==> config.mk <==
export PLATFORM = sky130hd
export DESIGN_NAME = keypad_scan_ctrl_flat
export DESIGN_NICKNAME = d
export VERILOG_FILES = /design/src/rtl/keypad_scan_if.sv /design/src/rtl/keypad_scan_ctrl.sv /design/src/flat_wrapper.sv
export SDC_FILE = /design/constraint.sdc
export NUM_CORES = 1
export LEC_CHECK = 0
export BUFFER_PORTS_ARGS = -buffer_cell sky130_fd_sc_hd__buf_2
export CORE_UTILIZATION = 25
export CTS_CLUSTER_SIZE = 28
export DETAILED_ROUTE_END_ITERATION = 10
export PLACE_DENSITY_LB_ADDON = 0.08
export SLEW_MARGIN = 20
export SYNTH_ARGS = -nofsm -noshare
export SYNTH_HDL_FRONTEND = slang
export SYNTH_SLANG_ARGS = --single-unit
==> constraint.sdc <==
create_clock -name clk -period 3.1 [get_ports clk]
set_clock_uncertainty 0.05 [all_clocks]
set_input_delay 0.31 -clock clk [delete_from_list [all_inputs] [get_ports clk]]
set_output_delay 0.31 -clock clk [all_outputs]
set_load 0.005 [all_outputs]
==> src/rtl/keypad_scan_if.sv <==
// Keypad scanner signal bundle: master is the scan controller, slave is the
// pin/game-logic side that drives enable and columns and consumes key events.
interface keypad_scan_if;
   logic       scan_en;
   logic [3:0] keypad_col;
   logic [3:0] keypad_row;
   logic [3:0] key_code;
   logic       key_valid;
   logic       key_held;

   modport master (
      input  scan_en, keypad_col,
      output keypad_row, key_code, key_valid, key_held
   );

   modport slave (
      output scan_en, keypad_col,
      input  keypad_row, key_code, key_valid, key_held
   );
endinterface

==> src/rtl/keypad_scan_ctrl.sv <==
// 4x4 keypad row sequencer with synchronised column sampling, press/release
// debounce and a single-cycle key event per accepted press.
module keypad_scan_ctrl #(
   parameter int SCAN_DIV     = 50000,
   parameter int DEBOUNCE_CNT = 4
) (
   input  logic          clk,
   input  logic          rst,
   keypad_scan_if.master kp
);

   localparam int DIV_W = (SCAN_DIV > 1) ? $clog2(SCAN_DIV) : 1;
   localparam int CNT_W = $clog2(DEBOUNCE_CNT + 1);
   localparam logic [DIV_W-1:0] DIV_LAST = DIV_W'(SCAN_DIV - 1);
   localparam logic [CNT_W-1:0] CNT_FULL = CNT_W'(DEBOUNCE_CNT);
   localparam logic [CNT_W-1:0] REL_LAST = CNT_W'(DEBOUNCE_CNT - 1);

   localparam logic [1:0] ST_SCAN     = 2'd0;
   localparam logic [1:0] ST_DEBOUNCE = 2'd1;
   localparam logic [1:0] ST_HELD     = 2'd2;

   localparam logic [3:0] ROW_FIRST = 4'b1110;
   localparam logic [3:0] COL_OPEN  = 4'b1111;
   // Nibble index is {rowIdx, colIdx}; row 0 holds 7,4,1,0 in column order.
   localparam logic [63:0] KEY_TABLE = 64'hFEDC_B369_A258_0147;

   logic [3:0]       colSync_p0;
   logic [3:0]       colSync_p1;
   logic [DIV_W-1:0] divCnt;
   logic             tick;
   logic [1:0]       state;
   logic [3:0]       row;
   logic [3:0]       candCol;
   logic [3:0]       candCode;
   logic [3:0]       code;
   logic [CNT_W-1:0] pressCnt;
   logic [CNT_W-1:0] relCnt;
   logic             valid;

   function automatic logic [3:0] rotateRow(input logic [3:0] r);
      case (r)
         4'b1110: rotateRow = 4'b1101;
         4'b1101: rotateRow = 4'b1011;
         4'b1011: rotateRow = 4'b0111;
         default: rotateRow = ROW_FIRST;
      endcase
   endfunction

   function automatic logic isSingle(input logic [3:0] c);
      case (c)
         4'b1110, 4'b1101, 4'b1011, 4'b0111: isSingle = 1'b1;
         default:                            isSingle = 1'b0;
      endcase
   endfunction

   function automatic logic [1:0] lowIndex(input logic [3:0] v);
      case (v)
         4'b1110: lowIndex = 2'd0;
         4'b1101: lowIndex = 2'd1;
         4'b1011: lowIndex = 2'd2;
         default: lowIndex = 2'd3;
      endcase
   endfunction

   function automatic logic [3:0] keyDecode(input logic [3:0] r, input logic [3:0] c);
      int idx;
      idx = int'({lowIndex(r), lowIndex(c)});
      keyDecode = KEY_TABLE[idx*4 +: 4];
   endfunction

   // stage boundary: two-flop column synchroniser, col_s = colSync_p1
   always_ff @(posedge clk or posedge rst) begin
      if (rst) begin
         colSync_p0 <= COL_OPEN;
         colSync_p1 <= COL_OPEN;
      end else begin
         colSync_p0 <= kp.keypad_col;
         colSync_p1 <= colSync_p0;
      end
   end

   assign tick = kp.scan_en && (divCnt == DIV_LAST);

   always_ff @(posedge clk or posedge rst) begin
      if (rst)                  divCnt <= '0;
      else if (!kp.scan_en)     divCnt <= '0;
      else if (divCnt == DIV_LAST) divCnt <= '0;
      else                      divCnt <= divCnt + DIV_W'(1);
   end

   // A press is confirmed on the tick after the count fills, so the event
   // lands one dwell after the last matching sample.
   always_ff @(posedge clk or posedge rst) begin
      if (rst) begin
         state    <= ST_SCAN;
         row      <= ROW_FIRST;
         candCol  <= COL_OPEN;
         candCode <= 4'h0;
         code     <= 4'h0;
         pressCnt <= '0;
         relCnt   <= '0;
         valid    <= 1'b0;
      end else begin
         valid <= 1'b0;
         if (!kp.scan_en) begin
            state    <= ST_SCAN;
            row      <= ROW_FIRST;
            pressCnt <= '0;
            relCnt   <= '0;
         end else if (tick) begin
            case (state)
               ST_SCAN: begin
                  if (isSingle(colSync_p1)) begin
                     candCode <= keyDecode(row, colSync_p1);
                     candCol  <= colSync_p1;
                     pressCnt <= CNT_W'(1);
                     state    <= ST_DEBOUNCE;
                  end else begin
                     row <= rotateRow(row);
                  end
               end
               ST_DEBOUNCE: begin
                  if (pressCnt >= CNT_FULL) begin
                     code     <= candCode;
                     valid    <= 1'b1;
                     pressCnt <= '0;
                     relCnt   <= '0;
                     state    <= ST_HELD;
                  end else if (colSync_p1 == candCol) begin
                     pressCnt <= pressCnt + CNT_W'(1);
                  end else begin
                     pressCnt <= '0;
                     row      <= rotateRow(row);
                     state    <= ST_SCAN;
                  end
               end
               ST_HELD: begin
                  if (colSync_p1 != COL_OPEN) begin
                     relCnt <= '0;
                  end else if (relCnt >= REL_LAST) begin
                     relCnt <= '0;
                     row    <= rotateRow(row);
                     state  <= ST_SCAN;
                  end else begin
                     relCnt <= relCnt + CNT_W'(1);
                  end
               end
               default: begin
                  state <= ST_SCAN;
                  row   <= ROW_FIRST;
               end
            endcase
         end
      end
   end

   assign kp.keypad_row = row;
   assign kp.key_code   = code;
   assign kp.key_valid  = valid;
   assign kp.key_held   = (state == ST_HELD);

endmodule
==> src/flat_wrapper.sv <==
// flat-port wrapper written by rule: the top's interface ports become plain ports
module keypad_scan_ctrl_flat 
#(
   parameter int SCAN_DIV     = 50000,
   parameter int DEBOUNCE_CNT = 4
)
  (clk, rst, kp_scan_en, kp_keypad_col, kp_keypad_row, kp_key_code, kp_key_valid, kp_key_held);
  keypad_scan_if kp_i ();
  input  logic clk;
  input  logic rst;
  input wire logic [$bits(kp_i.scan_en)-1:0] kp_scan_en;
  input wire logic [$bits(kp_i.keypad_col)-1:0] kp_keypad_col;
  output wire logic [$bits(kp_i.keypad_row)-1:0] kp_keypad_row;
  output wire logic [$bits(kp_i.key_code)-1:0] kp_key_code;
  output wire logic [$bits(kp_i.key_valid)-1:0] kp_key_valid;
  output wire logic [$bits(kp_i.key_held)-1:0] kp_key_held;
  assign kp_i.scan_en = kp_scan_en;
  assign kp_i.keypad_col = kp_keypad_col;
  assign kp_keypad_row = kp_i.keypad_row;
  assign kp_key_code = kp_i.key_code;
  assign kp_key_valid = kp_i.key_valid;
  assign kp_key_held = kp_i.key_held;
  keypad_scan_ctrl #(.SCAN_DIV(SCAN_DIV), .DEBOUNCE_CNT(DEBOUNCE_CNT)) u_core (.clk(clk), .rst(rst), .kp(kp_i));
endmodule
==> flow_summary.ini <==
[run_status]
outcome = finished clean

[clock_network]
htree_num_levels = 2
worst_skew_pair.late_latency_ps = 300
post_cts_sizing = 0
clock_sink_count = 49
cts.clk_slew.worst_paths_ps = 90
cts_tree = done
cts-buffers-inserted = 5
cts.root.buffer_cell = clkbuf_8
clk_path_buf_depth = 2
cts_setup_buffers = 0
cts_hold_buf = 0

[layout]
area_delta_synth_final_pct = 12.84
final.fill_count = 965
register_area_mm2 = 0.001245
diode_count = 0
finalNetCount = 250
layout_commonest_cell = dfrtp_1
final_core_util = 0.2935
commonest_non_fill_non_tap_cells_in_the_layout = dfrtp_1 (34), nor2_1 (23), mux2_2 (16), buf_2 (16), dfstp_2 (15)
multi_input_area_mm2 = 0.001122
drive_above_1_share = 0.2669

[die]
die_area_mm2 = 0.01010
initial_core_util = 0.2601
die_width_um = 100.5
coreArea_mm2 = 0.009328
die_height_um = 100.5
floorplan.io_pins = 17
placement_rows = 35

[route]
total_wire_length_after_detailed_routing_mm = 4.682
detail_route.wl_per_cell_um = 12.83
detail-route-antenna-nets = 0
routed-via-count = 1583
drtIter0Drc = 42
drt_pre_antenna_iters = 4
detail_route.drc_violations = 0
vias_per_cell = 4.337

[placement]
place.detailed.hpwl_mm = 3.347
portBuffers = 16
last_weighted_congestion_value_of_the_routability_driven_placer = 0.6999

[setup_path]
critPathArrivalTime_ps = 2690
start_kind = register
path_class = register to register
worstPathMaxFanout = 7
critical_path.endpoint_type = register
required_ps = 3260

[run]
timing.max_cap.violations = 0

[power]
peakVddDrop_mv = 0.1702
leakage_nw = 1.203
powerDensity_mw_per_mm2 = 460.7

[global_routing]
groute.usage.overall = 0.1050
first_global_vias = 1607
grt_pass1_wl_mm = 8.148
overflow = 0
pin_count_of_the_biggest_net_entering_global_routing = 47
antenna_violations_before_repair = 0

[timing]
worst_pin_slew_ps = 804.7
timing.final.max_slew_violations = 0
period_share = 0.8159
totalNegativeSetupSlack_ps = 0
tmin_final_ps = 2529
setup_viol = 0
slew_headroom = 0.4629
timing.final.hold_violations = 0
fmax_mhz = 395.4
unrepaired_setup_endpoints_after_global_routing = no

[logic_synthesis]
syn-instance-count = 216
synth_top_cell_by_area = dfrtp_1
synth.ff_latch_count = 49
synth.area.top_cells = dfrtp_1 (35%), dfstp_2 (16%), mux2_2 (7.4%)
yosys_warnings = 0
synth.net_count = 231
synth_area_per_cell_um2 = 11.23
synth-edff-count = 0
synth-seq-area-share = 0.5132
ys_async_sr_fraction = 1.000
netlist_area_mm2 = 0.002426
dominant_synthesized_flop_cell = dfrtp_1
synth_largest_type_area_fraction = 0.3507
synth_cell_type_count = 41

[hold_path]
min_path_type = input port to register
==> cell families (layout without fill, tap and decap cells) <==
family,after synthesis,in the layout,synth area share
adders and majority gates,8,8,0.04126
xor gates and xnor gates,19,19,0.06859
buffers and inverters,15,35,0.02424
DFF,49,49,0.5132
AOI/OAI and AO/OA,22,22,0.07118
muxes,19,19,0.08819
and+or+nand+nor,84,84,0.1934
==> path summary, 6_finish.rpt <==
check,cells after the start,slack [ps],startpoint,end
setup / recovery,7,570,u_core.colSync_p1[0],u_core.pressCnt[0]
hold / removal,1,50,kp_keypad_col[1],u_core.colSync_p0[1]
setup reg to reg,7,570,u_core.colSync_p1[0],u_core.pressCnt[0]
hold reg to reg,0,310,u_core.colSync_p0[2],u_core.colSync_p1[2]
max in group asynchronous,3,2270,rst,u_core.candCol[1]
min in group asynchronous,2,80,rst,u_core.divCnt[8]
==> synthesized netlist by cell type (4+ instances only) <==
| library cell | n |
|---|---|
| dfrtp_1 | 34 |
| nor2_1 | 23 |
| mux2_2 | 16 |
| dfstp_2 | 15 |
| nand2_1 | 14 |
| nand3_1 | 12 |
| xor2_1 | 11 |
| inv_1 | 10 |
| ha_1 | 8 |
| xnor2_1 | 8 |
| nor3_1 | 6 |
| o21ai_0 | 6 |
| and3_1 | 5 |
| and4b_1 | 5 |
| a21oi_1 | 4 |
| nor2b_1 | 4 |
==> through the flow <==
stage	worst slack [ps]	total power [mW]	cell area [um^2]	hold WS [ps]	cells
finish	570.9	1.261	2738	52.52	365
floorplan	769.0	0.8506	2426	264.5	216
global placement	494.7	0.9079	2654	296.1	357
CTS	507.9	1.299	2736	28.20	365
global route	344.2	1.351	2738	23.25	365
detailed placement	524.4	0.9078	2654	297.2	357
==> layout make-up <==
| class | count | share of cell area |
|---|---|---|
| well taps | 129 | 0.05896 |
| flip-flops and latches | 49 | 0.4548 |
| inverters | 10 | 0.01417 |
| clock buffers | 6 | 0.02651 |
| clock inverters | 2 | 0.003656 |
| multi-input cells | 152 | 0.4100 |
| repair buffers | 17 | 0.03199 |
==> routing by layer <==
| layer | vias up | global-route usage | part of all wire | wire length, um |
|---|---|---|---|---|
| met3 | 5 | 0.02566 | 0.027 | 128 |
| met5 | - | 0 | 0 | 0 |
| li1 | 796 | - | - | - |
| met4 | 0 | 0.03344 | 0.012 | 57 |
| met2 | 16 | 0.1560 | 0.44 | 2073 |
| met1 | 766 | 0.1498 | 0.52 | 2422 |
==> flip-flops by register name (all words and copies together) (netlist names) <==
register,cells
u_core.colSync_p0,4
u_core.kp.key_valid,1
u_core.divCnt,16
u_core.colSync_p1,4
u_core.candCol,4
u_core.state,2
u_core.candCode,4
u_core.kp.keypad_row,4
u_core.kp.key_code,4
u_core.relCnt,3
u_core.pressCnt,3
==> critical path, stage by stage (launching register included) <==
cell	delay (ps)
dfstp_2	600
and4b_1	290
inv_1	60
ha_1	280
nor2b_1	170
a2111oi_2	650
nor2_1	80
a311oi_1	250
==> where the power goes <==
part / total (mW) / leakage (nW) / internal, mW / switching [mW]
combinational: 0.190 / 0.530 / 0.0836 / 0.107
clock: 0.371 / 0.0450 / 0.157 / 0.214
sequential: 0.700 / 0.628 / 0.674 / 0.0259
No activity file was read; power rests on OpenSTA's default activity.
